## src/rtl/repeat_acc_pkg.sv

```systemverilog
// Shared state type and width helper for the repeat accumulator.
// Optional build macro used by the users of this package: REPEAT_ACC_SATURATE_EN.
package repeat_acc_pkg;

    typedef enum logic [1:0] {IDLE, ACCUM, DONE} repeat_acc_state_t;

    // Bits needed to hold a repeat count in 0..max.
    function automatic int cnt_w(int max);
        return $clog2(max + 1);
    endfunction

endpackage

```

## src/rtl/repeat_acc_adder.sv

```systemverilog
// Combinational accumulator adder: sum = a + zero-extended b.
// With REPEAT_ACC_SATURATE_EN defined the sum clamps at all-ones and sat flags the clamp.
module repeat_acc_adder #(
    parameter int unsigned WIDTH = 8,
    parameter int unsigned OUT_W = 12
) (
    input  logic [OUT_W-1:0] a,
    input  logic [WIDTH-1:0] b,
    output logic [OUT_W-1:0] sum
`ifdef REPEAT_ACC_SATURATE_EN
    ,
    output logic             sat
`endif
);

`ifdef REPEAT_ACC_SATURATE_EN
    // Wide enough that neither operand is truncated before the overflow test.
    localparam int unsigned FULL_W = OUT_W + WIDTH + 1;

    logic [FULL_W-1:0] full;

    always_comb begin
        full = FULL_W'(a) + FULL_W'(b);
        sat  = |full[FULL_W-1:OUT_W];
        sum  = sat ? '1 : full[OUT_W-1:0];
    end
`else
    assign sum = a + OUT_W'(b);
`endif

endmodule

```

## src/rtl/repeat_accumulator.sv

```systemverilog
// Handshaked repeated-addition unit: adds din into an accumulator count times.
// Build macro REPEAT_ACC_SATURATE_EN: saturating sums plus a sticky sat output.
module repeat_accumulator
    import repeat_acc_pkg::*;
#(
    parameter  int unsigned WIDTH     = 8,
    parameter  int unsigned MAX_COUNT = 15,
    localparam int unsigned CNT_W     = cnt_w(MAX_COUNT),
    parameter  int unsigned OUT_W     = WIDTH + CNT_W
) (
    input  logic             clk,
    input  logic             rst,
    input  logic             in_valid,
    output logic             in_ready,
    input  logic [WIDTH-1:0] din,
    input  logic [CNT_W-1:0] count,
    output logic             out_valid,
    input  logic             out_ready,
    output logic [OUT_W-1:0] dout,
    output logic             busy
`ifdef REPEAT_ACC_SATURATE_EN
    ,
    output logic             sat
`endif
);

    repeat_acc_state_t state_q, state_d;

    logic [OUT_W-1:0] acc_q, acc_d;
    logic [OUT_W-1:0] add_sum;
    logic [CNT_W-1:0] rem_q, rem_d;
    logic [CNT_W-1:0] count_clamped;
    logic [WIDTH-1:0] din_q, din_d;
    logic             accept;

`ifdef REPEAT_ACC_SATURATE_EN
    logic sat_q, sat_d;
    logic add_sat;
`endif

    // Counts above MAX_COUNT only exist when MAX_COUNT+1 is not a power of two.
    assign count_clamped = (count > CNT_W'(MAX_COUNT)) ? CNT_W'(MAX_COUNT) : count;

    // All outputs come from registers or the state decode; no input reaches an output.
    assign in_ready  = (state_q == IDLE);
    assign out_valid = (state_q == DONE);
    assign busy      = (state_q != IDLE);
    assign dout      = acc_q;
    assign accept    = in_valid && in_ready;

    repeat_acc_adder #(
        .WIDTH (WIDTH),
        .OUT_W (OUT_W)
    ) u_adder (
        .a   (acc_q),
        .b   (din_q),
        .sum (add_sum)
`ifdef REPEAT_ACC_SATURATE_EN
        ,
        .sat (add_sat)
`endif
    );

    always_comb begin
        state_d = state_q;
        acc_d   = acc_q;
        rem_d   = rem_q;
        din_d   = din_q;
`ifdef REPEAT_ACC_SATURATE_EN
        sat_d   = sat_q;
`endif
        unique case (state_q)
            IDLE: begin
                if (accept) begin
                    din_d   = din;
                    rem_d   = count_clamped;
                    acc_d   = '0;
`ifdef REPEAT_ACC_SATURATE_EN
                    sat_d   = 1'b0;
`endif
                    state_d = (count_clamped == '0) ? DONE : ACCUM;
                end
            end
            ACCUM: begin
                acc_d = add_sum;
                rem_d = rem_q - CNT_W'(1);
`ifdef REPEAT_ACC_SATURATE_EN
                sat_d = sat_q | add_sat;
`endif
                if (rem_q == CNT_W'(1)) begin
                    state_d = DONE;
                end
            end
            DONE: begin
                // acc is left alone on exit; the next accept reloads it.
                if (out_ready) begin
                    state_d = IDLE;
                end
            end
            default: begin
                state_d = IDLE;
            end
        endcase
    end

    always_ff @(posedge clk or posedge rst) begin
        if (rst) begin
            state_q <= IDLE;
            acc_q   <= '0;
            rem_q   <= '0;
            din_q   <= '0;
        end else begin
            state_q <= state_d;
            acc_q   <= acc_d;
            rem_q   <= rem_d;
            din_q   <= din_d;
        end
    end

`ifdef REPEAT_ACC_SATURATE_EN
    always_ff @(posedge clk or posedge rst) begin
        if (rst) begin
            sat_q <= 1'b0;
        end else begin
            sat_q <= sat_d;
        end
    end

    assign sat = sat_q;
`endif

endmodule

```

## config.mk

```make
export PLATFORM = sky130hd
export DESIGN_NAME = repeat_accumulator
export DESIGN_NICKNAME = d
export VERILOG_FILES = /design/src/rtl/repeat_acc_pkg.sv /design/src/rtl/repeat_acc_adder.sv /design/src/rtl/repeat_accumulator.sv
export SDC_FILE = /design/constraint.sdc
export NUM_CORES = 1
export LEC_CHECK = 0
export BUFFER_PORTS_ARGS = -buffer_cell sky130_fd_sc_hd__clkbuf_2
export CAP_MARGIN = 20
export CORE_MARGIN = 4
export CORE_UTILIZATION = 30
export CTS_BUF_LIST = sky130_fd_sc_hd__clkbuf_4
export DETAILED_ROUTE_END_ITERATION = 6
export PLACE_DENSITY_LB_ADDON = 0.25
export SLEW_MARGIN = 20
export SYNTH_ARGS = -nofsm -noshare
export SYNTH_HDL_FRONTEND = slang
export SYNTH_HIERARCHICAL = 1
export SYNTH_SLANG_ARGS = --single-unit
export TNS_END_PERCENT = 10
```

## constraint.sdc

```tcl
create_clock -name clk -period 2.9 [get_ports clk]
set_input_delay 0 -clock clk [delete_from_list [all_inputs] [get_ports clk]]
set_output_delay 0 -clock clk [all_outputs]
set_load 0.02 [all_outputs]
```

==> metrics.cfg, run 1 <==
[yosys]
syn-num-nets = 185
synth_mux_area_frac = 0.0707
synthAdderAreaFrac = 0.0854
synthFlopType = dfrtp_1
synth_edf_count = 0
yosysTopAreaCellShare = 0.383
syn_area_per_cell_um2 = 10.8
synthTopCellsByArea = dfrtp_1, ha_1, mux2_4
ys_seq_elements = 26
syn_inst = 158
synth_warnings = 6
synth-compound-area-share = 0.243
synth_xor_area_frac = 0.0309
ys_async_sr_fraction = 1.00
synth-seq-area-share = 0.383
synthDistinctLibCells = 49
synth_common_cells = dfrtp_1, a22o_1, ha_1, inv_1, a21oi_1
synth_area_leader_cell = dfrtp_1
synth-simple-area-share = 0.131
synth_top_family_by_area = compound AO/OA/AOI/OAI gates
synth.most_common_cell = dfrtp_1
syn-cell-area_um2 = 1700

[sta]
worst_slack_ns = 0.712
worstMarginPinSlew_ns = 0.654
fmax_mhz = 457
drv_slew = 0
timing.final.crit_period_ns = 2.19
skew_ns = 0.0113
slew_headroom = 0.564
setup_violations = 0
rsz0062_at_grt = false
finalHoldViolCount = 0
final.period_utilization = 0.755
whs_ns = 0.0737
setup_tns_ns = 0

[placed_design]
placed_area_um2 = 1890
gp_congestion = 0.772
hpwl_mm = 2.68
portBuffers = 30
dp_slack_ns = 0.751
placed_cells = 255

[critical_path]
start_kind = flip-flop
arrival_ns = 2.47
r2r_slack_ns = 0.71
crit_fanout = 4
end_kind = flip-flop
reg2reg_to = dout[8]
r2r_start = dout[0]
crit_required_ns = 3.18
r2r_cells = 7
crit_type = flip-flop to flip-flop
worstSetupStartpoint = dout[0]

[finish]
multi_input_area_um2 = 953
register_area_um2 = 651
fin_util = 0.370
drive_gt1_frac = 0.291
num_antenna_cells = 0
areaGrowthSynthToFinish_pct = 19.8
nNetsFinal = 227
fillers = 584
stdcell_area_um2 = 2040
instances_no_fill = 271

[hold_path]
hold_start = count[1]
min_to = rem_q[1]
hold_path_depth = 4
min_path_type = input pin to flip-flop

[die]
ios = 31
coreArea_um2 = 5510
die_x_um = 83.3
die_area_um2 = 6930
die_h_um = 83.3
start_util = 0.309
rows = 27

[detailed_routing]
drc = 0
routed_wire_length_per_instance_um = 13.8
antenna_left = 0
drt_iter0_drc = 72
wirelength_mm = 3.73
viasPerCell = 4.98
vias = 1349
dr.pass1.iters = 4

[power]
p_leak_nw = 0.943
power_mw = 2.66
powerDensity_nw_per_um2 = 1300
ir_worst_vdd_mv = 0.414

[cts]
cts_inserted_buffers = 3
path_clk_slew_ns = 0.15
holdBufCountCts = 12
tritoncts = done
cts-resized-gates = 0
htree_levels = 1
postCtsSetupRepairBufs = 0
clock_path_buffers = 2
clock_latency_ns = 0.33
clockRootBuffer = clkbuf_4
cts.sinks = 26

[grt]
gr-total-overflow = 0
grt_start_max_net_pins = 27
grt_antenna_before_repair = 0
grt_pass1_wl_mm = 6.50
grt.total_usage = 0.113
grt_pass1_vias = 1342

[run_status]
status = finished, final reports clean

[flow_run]
maxCapViolations = 0

final cells by class:
type | instances | area share
Clock inverter | 1 | 0.00184
Sequential cell | 26 | 0.320
Multi-Input combinational cell | 116 | 0.468
Timing Repair Buffer | 43 | 0.136
Inverter | 10 | 0.0184
Tap cell | 72 | 0.0443
Clock buffer | 3 | 0.0111
critical path, stage by stage, from the launching register on:
cell and delay (ns):
dfrtp_1 0.42, ha_1 0.25, fa_1 0.45, a211oi_2 0.31, o21ai_2 0.13, a2111oi_2 0.31, nand4b_1 0.15, a22o_1 0.13
worst max path at each step:
| stage | end | depth (start not counted) |
|---|---|---|
| floorplan | dout[8] | 7 |
| global placement | dout[8] | 7 |
| detailed placement | dout[8] | 7 |
| CTS | dout[8] | 7 |
| global route | dout[8] | 7 |
| finish | dout[8] | 7 |
sequential cells by signal, summed over array words and instances, names as in the netlist:
signal and cells:
dout 12, din_q 8, rem_q 4, state_q 2
cells by family after synthesis:
logic type,Yosys count
flops,26
xor+xnor,6
simple gates,40
compound gates,51
buf+inv,16
fa+ha+maj,11
mux,8
cell usage in the layout, fill, tap and decap left out, types with 2 or more instances in the layout:
cell type	count
a211oi_1	2
a211oi_2	2
a21oi_1	9
a22o_1	12
a31oi_1	3
and3_1	2
clkbuf_2	30
clkbuf_4	3
dfrtp_1	26
dlygate4sd3_1	12
ha_1	10
inv_1	9
mux2_4	8
nand2_1	8
nand3_1	5
nand4_1	2
nor2_1	8
nor3_1	2
nor3b_1	4
o21ai_0	2
o21ai_2	2
o21bai_1	2
o22a_1	3
xnor2_1	5
where the power goes:
| group | switching (mW) | leakage, nW | internal [mW] |
|---|---|---|---|
| sequential | 0.209 | 0.309 | 0.550 |
| combinational | 0.889 | 0.619 | 0.846 |
| clock | 0.112 | 0.0154 | 0.0505 |
per-layer routing:
metal,vias to the layer above,global-route usage,part of all wire
li1,672,-,-
met1,649,0.143,0.49
met2,23,0.187,0.46
met3,5,0.0337,0.044
met4,0,0.0267,0.0075
met5,-,0,0
(Power assumes the default switching activity.)
==> run 2, diff against run 1 <==
==> constraint.sdc (replaced) <==
create_clock -name clk -period 2.2 [get_ports clk]
set_input_delay 0 -clock clk [delete_from_list [all_inputs] [get_ports clk]]
set_output_delay 0 -clock clk [all_outputs]
set_load 0.02 [all_outputs]
==> run 2 against run 1 <==
Flip-flop and latch count did not move; clock skew down 0.010 ns; maximum frequency up 5.3%; final area increased by 1.0%; combinational power is 33% higher; largest power group unchanged; setup slack worse by 0.59 ns; total power rose by 32%; sequential power increased by 32%.
==> metrics.cfg, run 2 (synthesis results as in run 1) <==
[detailed_routing]
vias = 1348  ; was 1,349
routed_wire_length_per_instance_um = 13.2  ; was 13.8 um
dr.pass1.iters = 4  ; unchanged
wirelength_mm = 3.61  ; was 3.73 mm
wl_met3_um = 122  ; was 164 um
drt_iter0_drc = 29  ; was 72
drc = 0  ; unchanged
viasPerCell = 4.94  ; was 4.98
drt-met1-wl_mm = 1.82  ; was 1.83 mm
routed.top_layer = met4  ; unchanged
antenna_left = 0  ; unchanged
dr_wl_met2_mm = 1.65  ; was 1.71 mm

[placed_design]
portBuffers = 30  ; unchanged
gp_congestion = 0.774  ; was 0.772
placed_cells = 258  ; was 255
placed_area_um2 = 1910  ; was 1890 um2
hpwl_mm = 2.63  ; was 2.68 mm

[cts]
cts_inserted_buffers = 3  ; unchanged
cts.sinks = 26  ; unchanged
clockRootBuffer = clkbuf_4  ; unchanged
tritoncts = done  ; unchanged
htree_levels = 1  ; unchanged
clock_path_buffers = 2  ; unchanged
path_clk_slew_ns = 0.13  ; was 0.15 ns
clock_latency_ns = 0.31  ; was 0.33 ns

[sta]
whs_ns = 0.0876  ; was 0.0737 ns
slew_headroom = 0.669  ; was 0.564
fmax_mhz = 481  ; was 457 MHz
setup_tns_ns = 0  ; unchanged
setup_violations = 0  ; unchanged
finalHoldViolCount = 0  ; unchanged
drv_slew = 0  ; unchanged
skew_ns = 0.00123  ; was 0.0113 ns
rsz0062_at_grt = false  ; unchanged
timing.final.crit_period_ns = 2.08  ; was 2.19 ns
worstMarginPinSlew_ns = 0.497  ; was 0.654 ns
final.period_utilization = 0.945  ; was 0.755

[die]
start_util = 0.309  ; unchanged
coreArea_um2 = 5510  ; unchanged
die_x_um = 83.3  ; unchanged
die_area_um2 = 6930  ; unchanged
ios = 31  ; unchanged
rows = 27  ; unchanged
die_h_um = 83.3  ; unchanged

[critical_path]
arrival_ns = 2.34  ; was 2.47 ns
crit_type = flip-flop to flip-flop  ; unchanged
crit_chain = ha_1 -> fa_2 -> a211oi_2 -> o21ai_2 -> a2111oi_2 -> nand4b_1 -> a22o_1  ; was ha_1 -> fa_1 -> a211oi_2 -> o21ai_2 -> a2111oi_2 -> nand4b_1 -> a22o_1
start_kind = flip-flop  ; unchanged
end_kind = flip-flop  ; unchanged
max_stage_delay_ns = 0.42  ; was 0.45 ns
crit_required_ns = 2.46  ; was 3.18 ns
slowest_stage = dfrtp_1  ; was fa_1
crit_fanout = 4  ; unchanged

[finish]
num_antenna_cells = 0  ; unchanged
final_common_cell = clkbuf_2  ; unchanged
drive_gt1_frac = 0.303  ; was 0.291
nNetsFinal = 230  ; was 227
stdcell_area_um2 = 2060  ; was 2040 um2
multi_input_area_um2 = 956  ; was 953 um2
areaGrowthSynthToFinish_pct = 21.1  ; was 19.8%
largest_register_ffs = 12  ; unchanged
fillers = 564  ; was 584
instances_no_fill = 273  ; was 271
most-common-layout-cells = clkbuf_2, dfrtp_1, a22o_1, dlygate4sd3_1  ; was clkbuf_2, dfrtp_1, a22o_1, dlygate4sd3_1, ha_1
register_area_um2 = 651  ; unchanged

[grt]
grt.total_usage = 0.109  ; was 0.113
grt_antenna_before_repair = 0  ; unchanged
gr-total-overflow = 0  ; unchanged
grt_pass1_vias = 1377  ; was 1,342
grt_start_max_net_pins = 27  ; unchanged
grt_pass1_wl_mm = 6.40  ; was 6.50 mm

[flow_run]
maxCapViolations = 0  ; unchanged

[power]
powerDensity_nw_per_um2 = 1700  ; was 1300 nW/um2
power_mw = 3.50  ; was 2.66 mW
ir_worst_vdd_mv = 0.566  ; was 0.414 mV
p_leak_nw = 0.957  ; was 0.943 nW

[hold_path]
min_path_type = input pin to flip-flop  ; unchanged

[run_status]
status = finished, final reports clean  ; unchanged

[run 2: cell count changes in the layout (fill, tap and decap cells not counted), sizes merged]
cell,previous run,this run
clkinv,1,0
buf,1,4
[run 2: layout make-up]
class,count,area share
clock buffer,3,0.0109
sequential,26,0.316
inverter,10,0.0182
multi-input combinational,116,0.465
tap,72,0.0438
timing repair buffer,46,0.146
[run 2: critical path: cells and delay by family, from the launching register on]
family | cells | cell delay [ns]
AND/OR/NAND/NOR | 1 | 0.15
AO/OA/AOI/OAI | 4 | 0.82
flip-flops | 1 | 0.42
adder cells (fa/ha/maj) | 2 | 0.65
[run 2: per-layer routing]
metal,GRT usage,vias up
li1,-,676
met1,0.146,650
met2,0.178,20
met3,0.0308,2
met4,0.0178,0
met5,0,-
[run 2: worst paths after layout]
check,startpoint,endpoint,cells after the start,slack [ns]
setup / recovery,dout[0],dout[8],7,0.12
hold / removal,count[1],rem_q[1],4,0.09
setup reg to reg,dout[0],dout[8],7,0.12
hold reg to reg,din_q[0],din_q[0],1,0.53
max in group asynchronous,rst,dout[5],4,1.69
min in group asynchronous,rst,din_q[2],4,0.26
[run 2: power breakdown]
part           internal, mW  switching [mW]  total [mW]
sequential            0.725           0.276        1.00
clock                0.0640           0.133       0.197
combinational          1.13            1.17        2.30
total                  1.92            1.58        3.50
[run 2: what timing repair did]
action                                 CTS  global route
endpoints found under the hold margin   36             0
gates resized for setup                  0             1
setup endpoints to repair                0             3
setup buffers                            0             0
hold buffers                            12             0
[run 2: per-stage QoR]
step,setup slack (ns),util
6_report,0.121,0.374
5_1_grt,0.00362,0.374
4_1_cts,0.00793,0.373
3_5_place_dp,0.0579,0.347
3_3_place_gp,0.0962,0.347
2_1_floorplan,0.0667,-
==> run 3, diff against run 2 <==
--- a/config.mk
+++ b/config.mk
@@ -8,7 +8,7 @@
 export BUFFER_PORTS_ARGS = -buffer_cell sky130_fd_sc_hd__clkbuf_2
 export CAP_MARGIN = 20
 export CORE_MARGIN = 4
-export CORE_UTILIZATION = 30
+export CORE_UTILIZATION = 45
 export CTS_BUF_LIST = sky130_fd_sc_hd__clkbuf_4
 export DETAILED_ROUTE_END_ITERATION = 6
 export PLACE_DENSITY_LB_ADDON = 0.25
==> run 3 against run 2 <==
Worst hold slack lost 0.0046 ns; maximum frequency decreased by 1.4%; clock skew grew 0.0025 ns; die area shrank 30%; non-clock buffer count is 1 higher; cell count is 8.1% lower; critical path depth stayed put; sequential share of layout area about the same; sequential power about the same; register-to-register slack lost 0.03 ns; final area about the same; count of clock-buffer cells in the layout unchanged; critical endpoint unchanged; critical path type unchanged.
==> metrics.cfg, run 3 (synthesis results as in run 1) <==
[run_status]
status = finished, final reports clean  ; unchanged

[grt]
gr-total-overflow = 0  ; unchanged
grt.total_usage = 0.172  ; was 0.109
grt_antenna_before_repair = 0  ; unchanged
grt_pass1_wl_mm = 6.87  ; was 6.40 mm
grt_start_max_net_pins = 27  ; unchanged
grt_pass1_vias = 1473  ; was 1,377

[finish]
stdcell_area_um2 = 2060  ; about the same
drive_gt1_frac = 0.310  ; was 0.303
most-common-layout-cells = clkbuf_2, dfrtp_1, a22o_1, dlygate4sd3_1, inv_1  ; was clkbuf_2, dfrtp_1, a22o_1, dlygate4sd3_1
instances_no_fill = 251  ; was 273
multi_input_area_um2 = 973  ; was 956 um2
fillers = 341  ; was 564
register_area_um2 = 651  ; unchanged
largest_register_ffs = 12  ; unchanged
num_antenna_cells = 0  ; unchanged
final_common_cell = clkbuf_2  ; unchanged
nNetsFinal = 231  ; was 230
areaGrowthSynthToFinish_pct = 21.0  ; was 21.1%

[detailed_routing]
routed_wire_length_per_instance_um = 15.4  ; was 13.2 um
drt_iter0_drc = 73  ; was 29
drc = 0  ; unchanged
viasPerCell = 5.66  ; was 4.94
dr.pass1.iters = 4  ; unchanged
vias = 1420  ; was 1,348
wirelength_mm = 3.86  ; was 3.61 mm
antenna_left = 0  ; unchanged

[critical_path]
crit_required_ns = 2.48  ; was 2.46 ns
start_kind = flip-flop  ; unchanged
arrival_ns = 2.38  ; was 2.34 ns
r2r_start = dout[0]  ; unchanged
r2r_cells = 7  ; unchanged
end_kind = flip-flop  ; unchanged
reg2reg_to = dout[8]  ; unchanged
crit_fanout = 4  ; unchanged
r2r_slack_ns = 0.09  ; was 0.12 ns
crit_type = flip-flop to flip-flop  ; unchanged

[sta]
fmax_mhz = 474  ; was 481 MHz
drv_slew = 0  ; unchanged
skew_ns = 0.00369  ; was 0.00123 ns
worstMarginPinSlew_ns = 0.493  ; was 0.497 ns
slew_headroom = 0.668  ; was 0.669
finalHoldViolCount = 0  ; unchanged
timing.final.crit_period_ns = 2.11  ; was 2.08 ns
setup_violations = 0  ; unchanged
final.period_utilization = 0.959  ; was 0.945

[placed_design]
portBuffers = 30  ; unchanged
placed_cells = 234  ; was 258
placed_area_um2 = 1880  ; was 1910 um2
gp_congestion = 0.811  ; was 0.774
hpwl_mm = 2.65  ; was 2.63 mm

[cts]
path_clk_slew_ns = 0.14  ; was 0.13 ns
clock_latency_ns = 0.32  ; was 0.31 ns
clock_path_buffers = 2  ; unchanged
clockRootBuffer = clkbuf_4  ; unchanged
cts_inserted_buffers = 3  ; unchanged
tritoncts = done  ; unchanged
htree_levels = 1  ; unchanged
cts.sinks = 26  ; unchanged

[die]
coreArea_um2 = 3660  ; was 5510 um2
rows = 22  ; was 27
start_util = 0.464  ; was 0.309
die_area_um2 = 4820  ; was 6930 um2
die_x_um = 69.4  ; was 83.3 um
die_h_um = 69.4  ; was 83.3 um
ios = 31  ; unchanged

[power]
power_mw = 3.64  ; was 3.50 mW
powerDensity_nw_per_um2 = 1770  ; was 1700 nW/um2
p_leak_nw = 0.964  ; was 0.957 nW
ir_worst_vdd_mv = 0.709  ; was 0.566 mV

[flow_run]
maxCapViolations = 0  ; unchanged

[hold_path]
hold_start = count[0]  ; was count[1]
min_path_type = input pin to flip-flop  ; unchanged
hold_path_depth = 4  ; unchanged
min_to = rem_q[0]  ; was rem_q[1]

## run 3: stage by stage
stage	util	hold WS (ns)	setup slack [ns]	TNS [ns]
after floorplan	-	0.0400	0.0667	0
after global placement	0.514	0.0594	0.108	0
after detailed placement	0.514	0.0637	0.0231	0
after CTS	0.554	0.0701	0.0202	0
after global routing	0.562	0.0763	-0.00629	-0.00629
final	0.562	0.0830	0.0909	0
## run 3: what timing repair did
action                                  in CTS  in global routing
pin swaps                                    1                  4
hold buffers                                12                  0
cloned                                       0                  0
endpoints found under the hold margin       36                  0
resized for setup                            0                  4
buffers inserted                             0                  1
endpoints found under the setup margin       1                  3
## run 3: routing by layer
metal  track usage  share of wire  wire length, um  up-vias
met5             0              0                0        -
met4        0.0586          0.015               58        0
met3        0.0493          0.061              236        7
met2         0.267           0.47             1820       48
met1         0.230           0.45             1750      688
li1              -              -                -      677
## run 3: worst max path at each step
stage,startpoint,end,slack [ns],cells past startpoint
2_1_floorplan,dout[0],dout[8],0.07,7
3_3_place_gp,dout[0],dout[8],0.11,7
3_5_place_dp,dout[0],dout[8],0.02,7
4_1_cts,dout[0],dout[8],0.02,7
5_1_grt,dout[0],dout[8],-0.006,7
6_report,dout[0],dout[8],0.09,7
## run 3: power breakdown
part | switching (mW) | internal, mW
combinational | 1.25 | 1.18
sequential | 0.269 | 0.725
clock | 0.147 | 0.0666
total | 1.67 | 1.97
## run 3: cell type report
type / instances / share of cell area
multi-input combinational: 116 / 0.474
sequential: 26 / 0.316
timing repair buffer: 47 / 0.150
tap: 48 / 0.0292
inverter: 10 / 0.0183
clock buffer: 3 / 0.0110
clock inverter: 1 / 0.00183
## run 3: worst max-delay path: stages (launching register included)
cell and delay, ns:
dfrtp_1 0.41, ha_2 0.22, fa_2 0.41, a211oi_4 0.32, o21ai_4 0.11, a2111oi_2 0.30, nand4b_1 0.15, a22o_1 0.13
